### src/rtl/nv_ram_rws_256x256_rd_arb.sv
// rtl/nv_ram_rws_256x256_rd_arb.sv - two-client round-robin read arbiter and response stage for a 256x256 1R1W RAM
module nv_ram_rws_256x256_rd_arb #(
  parameter int AW = 8,
  parameter int DW = 256
) (
  input  logic          nvdla_core_clk,
  input  logic          nvdla_core_rstn,
  input  logic          rd0_req_pvld,
  output logic          rd0_req_prdy,
  input  logic [AW-1:0] rd0_req_pd,
  input  logic          rd1_req_pvld,
  output logic          rd1_req_prdy,
  input  logic [AW-1:0] rd1_req_pd,
  output logic          rd0_rsp_pvld,
  input  logic          rd0_rsp_prdy,
  output logic          rd1_rsp_pvld,
  input  logic          rd1_rsp_prdy,
  output logic [DW-1:0] rsp_pd,
  input  logic          wr_req_pvld,
  input  logic [AW-1:0] wr_req_addr,
  input  logic [DW-1:0] wr_req_data,
  output logic          ram_re,
  output logic [AW-1:0] ram_ra,
  input  logic [DW-1:0] ram_dout,
  output logic          ram_we,
  output logic [AW-1:0] ram_wa,
  output logic [DW-1:0] ram_di,
  output logic          arb_idle
);

  logic          s1_vld_q, s1_vld_d;
  logic          s1_tag_q, s1_tag_d;
  logic          s2_vld_q, s2_vld_d;
  logic          s2_tag_q, s2_tag_d;
  logic [DW-1:0] s2_data_q, s2_data_d;
  logic          last_gnt_q, last_gnt_d;

  logic          s2_acc;
  logic          s1_adv;
  logic          issue_ok;
  logic          winner;
  logic          winner_pvld;
  logic          grant;

  // Response handshake and pipeline advance conditions
  assign s2_acc   = s2_vld_q & (s2_tag_q ? rd1_rsp_prdy : rd0_rsp_prdy);
  assign s1_adv   = ~s2_vld_q | s2_acc;
  assign issue_ok = (~s1_vld_q | s1_adv) & nvdla_core_rstn;

  // Round-robin winner: a lone requester wins, otherwise the client not granted last
  always_comb begin
    winner = ~last_gnt_q;
    if (rd0_req_pvld & ~rd1_req_pvld) begin
      winner = 1'b0;
    end else if (rd1_req_pvld & ~rd0_req_pvld) begin
      winner = 1'b1;
    end
  end

  assign winner_pvld  = winner ? rd1_req_pvld : rd0_req_pvld;
  assign rd0_req_prdy = issue_ok & ~winner;
  assign rd1_req_prdy = issue_ok & winner;
  assign grant        = issue_ok & winner_pvld;

  assign ram_re = grant;
  assign ram_ra = winner ? rd1_req_pd : rd0_req_pd;

  // Writes bypass the arbiter entirely
  assign ram_we = wr_req_pvld;
  assign ram_wa = wr_req_addr;
  assign ram_di = wr_req_data;

  assign rd0_rsp_pvld = s2_vld_q & ~s2_tag_q;
  assign rd1_rsp_pvld = s2_vld_q & s2_tag_q;
  assign rsp_pd       = s2_data_q;
  assign arb_idle     = ~s1_vld_q & ~s2_vld_q;

  // Next-state for s1/s2 and the round-robin pointer; reload wins over clear
  always_comb begin
    s1_vld_d   = s1_vld_q;
    s1_tag_d   = s1_tag_q;
    s2_vld_d   = s2_vld_q;
    s2_tag_d   = s2_tag_q;
    s2_data_d  = s2_data_q;
    last_gnt_d = last_gnt_q;
    if (s1_vld_q & s1_adv) begin
      s2_vld_d  = 1'b1;
      s2_tag_d  = s1_tag_q;
      s2_data_d = ram_dout;
      s1_vld_d  = 1'b0;
    end else if (s2_acc) begin
      s2_vld_d = 1'b0;
    end
    if (grant) begin
      s1_vld_d   = 1'b1;
      s1_tag_d   = winner;
      last_gnt_d = winner;
    end
  end

  // Pipeline and pointer registers; reset drops anything in flight
  always_ff @(posedge nvdla_core_clk or negedge nvdla_core_rstn) begin
    if (!nvdla_core_rstn) begin
      s1_vld_q   <= 1'b0;
      s1_tag_q   <= 1'b0;
      s2_vld_q   <= 1'b0;
      s2_tag_q   <= 1'b0;
      s2_data_q  <= '0;
      last_gnt_q <= 1'b1;
    end else begin
      s1_vld_q   <= s1_vld_d;
      s1_tag_q   <= s1_tag_d;
      s2_vld_q   <= s2_vld_d;
      s2_tag_q   <= s2_tag_d;
      s2_data_q  <= s2_data_d;
      last_gnt_q <= last_gnt_d;
    end
  end

endmodule

### config.mk
export PLATFORM = sky130hd
export DESIGN_NAME = nv_ram_rws_256x256_rd_arb
export DESIGN_NICKNAME = d
export VERILOG_FILES = /design/src/rtl/nv_ram_rws_256x256_rd_arb.sv
export SDC_FILE = /design/constraint.sdc
export NUM_CORES = 1
export LEC_CHECK = 0
export ABC_AREA = 1
export CORE_AREA = 2 2 418 420
export CTS_CLUSTER_DIAMETER = 30
export DETAILED_ROUTE_END_ITERATION = 8
export DIE_AREA = 0 0 420 422
export PLACE_DENSITY_LB_ADDON = 0.15
export SYNTH_ARGS = -nofsm -noshare
export SYNTH_HDL_FRONTEND = slang
export SYNTH_SLANG_ARGS = --single-unit
### constraint.sdc
create_clock -name nvdla_core_clk -period 2.1 [get_ports nvdla_core_clk]
set_input_delay 0.21 -clock nvdla_core_clk [delete_from_list [all_inputs] [get_ports nvdla_core_clk]]
set_output_delay 0.21 -clock nvdla_core_clk [all_outputs]
set_load 0.03 [all_outputs]
==> run_results.csv <==
group,metric,value,unit
status,status,"complete, but fails checks",
status,violations,"setup timing",
power_and_ir_drop,power.total,42.44,mW
power_and_ir_drop,p_leak,10.84,nW
sta,fin_worst_skew,0.02568,ns
drt,drt_wl_total,69970,µm
sta,rsz0062_at_grt,"true",
global_route,grt_antenna_before_repair,7,
yosys,synth.top_cells.by_count,"806 x nand2_1, 283 x buf_4, 260 x dfrtp_1",
setup_path,path_class,"flop to output port",
power_and_ir_drop,intPower,26.08,mW
power_and_ir_drop,p_clk_frac,0.387,
layout,fillers,19620,
min_path,hold_class,"primary input to flop",
floorplanning,coreArea,172900,µm²
yosys,ys_seq_area_frac,0.5396,
yosys,async_flop_share,1.000,
power_and_ir_drop,max-vdd-ir-drop,0.0006400,V
yosys,syn_area,12110,µm²
layout,stdcell_count,4390,
sta,finalCritPeriodShare,1.000,
floorplanning,rows,153,
setup_path,worstSetupEndpointType,"output port",
sta,final_max_slew_viol_count,0,
yosys,ys_types,15,
layout,final_layout_size_suffix_gt1_frac,0.1352,
yosys,synth.top_cell.area_share,0.5374,
sta,fin_ws,-0.0009275,ns
global_route,grt_max_degree,70,
setup_path,crit_arrival,1.89,ns
setup_path,startpoint_type,"flop",
yosys,synth_edf_count,0,
yosys,synth_area_leaders,"dfrtp_1 54%, nand2_1 25%, buf_4 18%",
sta,finalHoldViolations,0,
sta,max_slew_margin,0.6336,
floorplanning,ios,1078,
floorplanning,dieArea,177200,µm²
place,gp_congestion,0.7153,
setup_path,cp_max_fo,6,
drt,vias,10950,
yosys,synth_area_per_cell,8.598,µm²
drt,first_pass_iters,5,
clock_network,insertion_delay,0.71,ns
power_and_ir_drop,cellPowerDensity,1740,nW/µm²
sta,tns,-0.0009275,ns
yosys,synth.ff_latch_count,261,
yosys,yosysTopAreaCell,"dfrtp_1",
sta,fin_crit,2.101,ns
global_route,track_usage,0.07749,
place,dp_cells,4005,
clock_network,cts_max_path_buffers,3,
global_route,grt_pass1_wl,95670,µm
place,place_ws,-0.2544,ns
floorplanning,die_x,420,µm
layout,nets,2507,
sta,worst_slew_pin_slew,0.5496,ns
power_and_ir_drop,seqPwrFrac,0.209,
global_route,grt-ovfl-total,0,
drt,antenna_left,0,
floorplanning,start_util,0.07004,
floorplanning,dieHeight,422,µm
power_and_ir_drop,p_sw,16.36,mW
global_route,grt_pass1_vias,12060,
power_and_ir_drop,power_frac_comb,0.404,
clock_network,cts_buffers,115,
power_and_ir_drop,p_sw_frac,0.3856,
drt,drt-vias-per-instance,2.495,
drt,wl_per_cell,15.94,µm
sta,fmax,476.0,MHz
yosys,yosysWarnings,0,
clock_network,cts_tree,"done",
setup_path,worst_ep_required_time,1.89,ns
layout,synthToLayoutAreaGrowth,101.4,%
flow_run,drv_cap,0,
place,port-buffer-count,547,
sta,setup_viol,1,
clock_network,clkTransAtPathRegs,0.04,ns
yosys,synth_most_common_cell,"nand2_1",
drt,drt_iter0_markers,469,
yosys,ys.flop_type,"dfrtp_1",
place,dpl.hpwl,52850,µm
sta,hold-worst-slack,0.07872,ns
clock_network,htree_levels,3,
clock_network,root_buffer,"clkbuf_16",
drt,drc,0,
yosys,synth_cells,1408,
yosys,synth_nets,1951,
clock_network,cts_sinks,261,
-- layout by cell type (no fill, tap or decap), drive strengths merged --
cell	Yosys	layout
dfstp	1	1
o21ai	1	1
dlymetal6s2s	0	4
nor2	5	5
clkdlybuf4s50	0	506
clkinv	1	10
buf	322	65
dlygate4sd3	0	162
clkbuf	0	206
dlygate4sd2	0	24
dfrtp	260	260
nand3	2	2
inv	6	8
nand2	807	807
or2	1	1
nand4	2	2
diode	0	1
-- area by class of cell --
type                       instances  area, µm²  area share
antenna                            1      2.502   0.0001026
clock buffer                     206       3821      0.1567
clock inverter                    11      135.1    0.005542
inverter                           7      38.79    0.001591
multi-input combinational        818       3211      0.1317
sequential                       261       6533      0.2679
tap                             2325       2909      0.1193
timing repair buffer             761       7734      0.3172
-- flip-flops by register name, indices dropped and copies added (netlist names) --
name        cells
last_gnt_q      1
rsp_pd        256
s1_tag_q        1
s1_vld_q        1
s2_tag_q        1
s2_vld_q        1
-- layer usage --
layer	GRT usage	routed length (µm)	vias to the layer above
li1	-	-	5157
met1	0.07570	24020	4926
met2	0.1197	32140	609
met3	0.04888	9267	255
met4	0.05252	4380	6
met5	0.006288	168	-
-- worst paths after layout --
path / from / endpoint / slack [ns] / cells after the start
max in group asynchronous: nvdla_core_rstn / rsp_pd[20] / 1.26 / 3
setup reg to reg: s2_tag_q / rsp_pd[41] / 0.34 / 7
setup / recovery: last_gnt_q / ram_ra[3] / -0.0009 / 8
hold / removal: ram_dout[36] / rsp_pd[36] / 0.08 / 3
min in group asynchronous: nvdla_core_rstn / rsp_pd[255] / 0.24 / 3
hold reg to reg: rsp_pd[135] / rsp_pd[135] / 0.47 / 2
-- worst max-delay path, stage by stage, from the launching register on --
cell and delay, ns:
dfstp_2 0.55, nand2_2 0.06, nand2_2 0.07, nand2_4 0.08
clkinv_4 0.06, buf_12 0.13, nand2_4 0.05, nand2_2 0.06
buf_6 0.12
-- power groups by stage --
| stage | Sequential, mW | Clock [mW] | Combinational, mW |
|---|---|---|---|
| 6_report | 8.87 | 16.4 | 17.1 |
| 5_1_grt | 9.20 | 17.3 | 18.5 |
| 4_1_cts | 8.92 | 17.0 | 17.7 |
| 3_5_place_dp | 8.93 | 0 | 17.4 |
| 3_3_place_gp | 8.95 | 0 | 17.5 |
| 2_1_floorplan | 13.5 | 0 | 5.17 |
-- metrics by stage --
stage | util | cell area (µm²)
after floorplan | - | 12110
after global placement | 0.1078 | 18630
after detailed placement | 0.1078 | 18630
after CTS | 0.1407 | 24330
after global routing | 0.1410 | 24380
final | 0.1411 | 24380
-- cells by family (layout without fill, tap and decap cells) --
family	Yosys count	after routing	synth area share
flip-flops	261	261	0.5396
buffers and inverters	329	985	0.2057
AO/OA/AOI/OAI	1	1	0.0004130
AND/OR/NAND/NOR	817	817	0.2543
other	0	1	0
-- repair_timing --
action | in CTS | in global routing
pin swaps | 11 | 14
endpoints found under the hold margin | 425 | 0
setup buffers | 1 | 3
hold buffers | 163 | 0
resized for setup | 113 | 11
setup endpoints to repair | 35 | 15
Note: power is estimated with default switching activity, not from simulation.
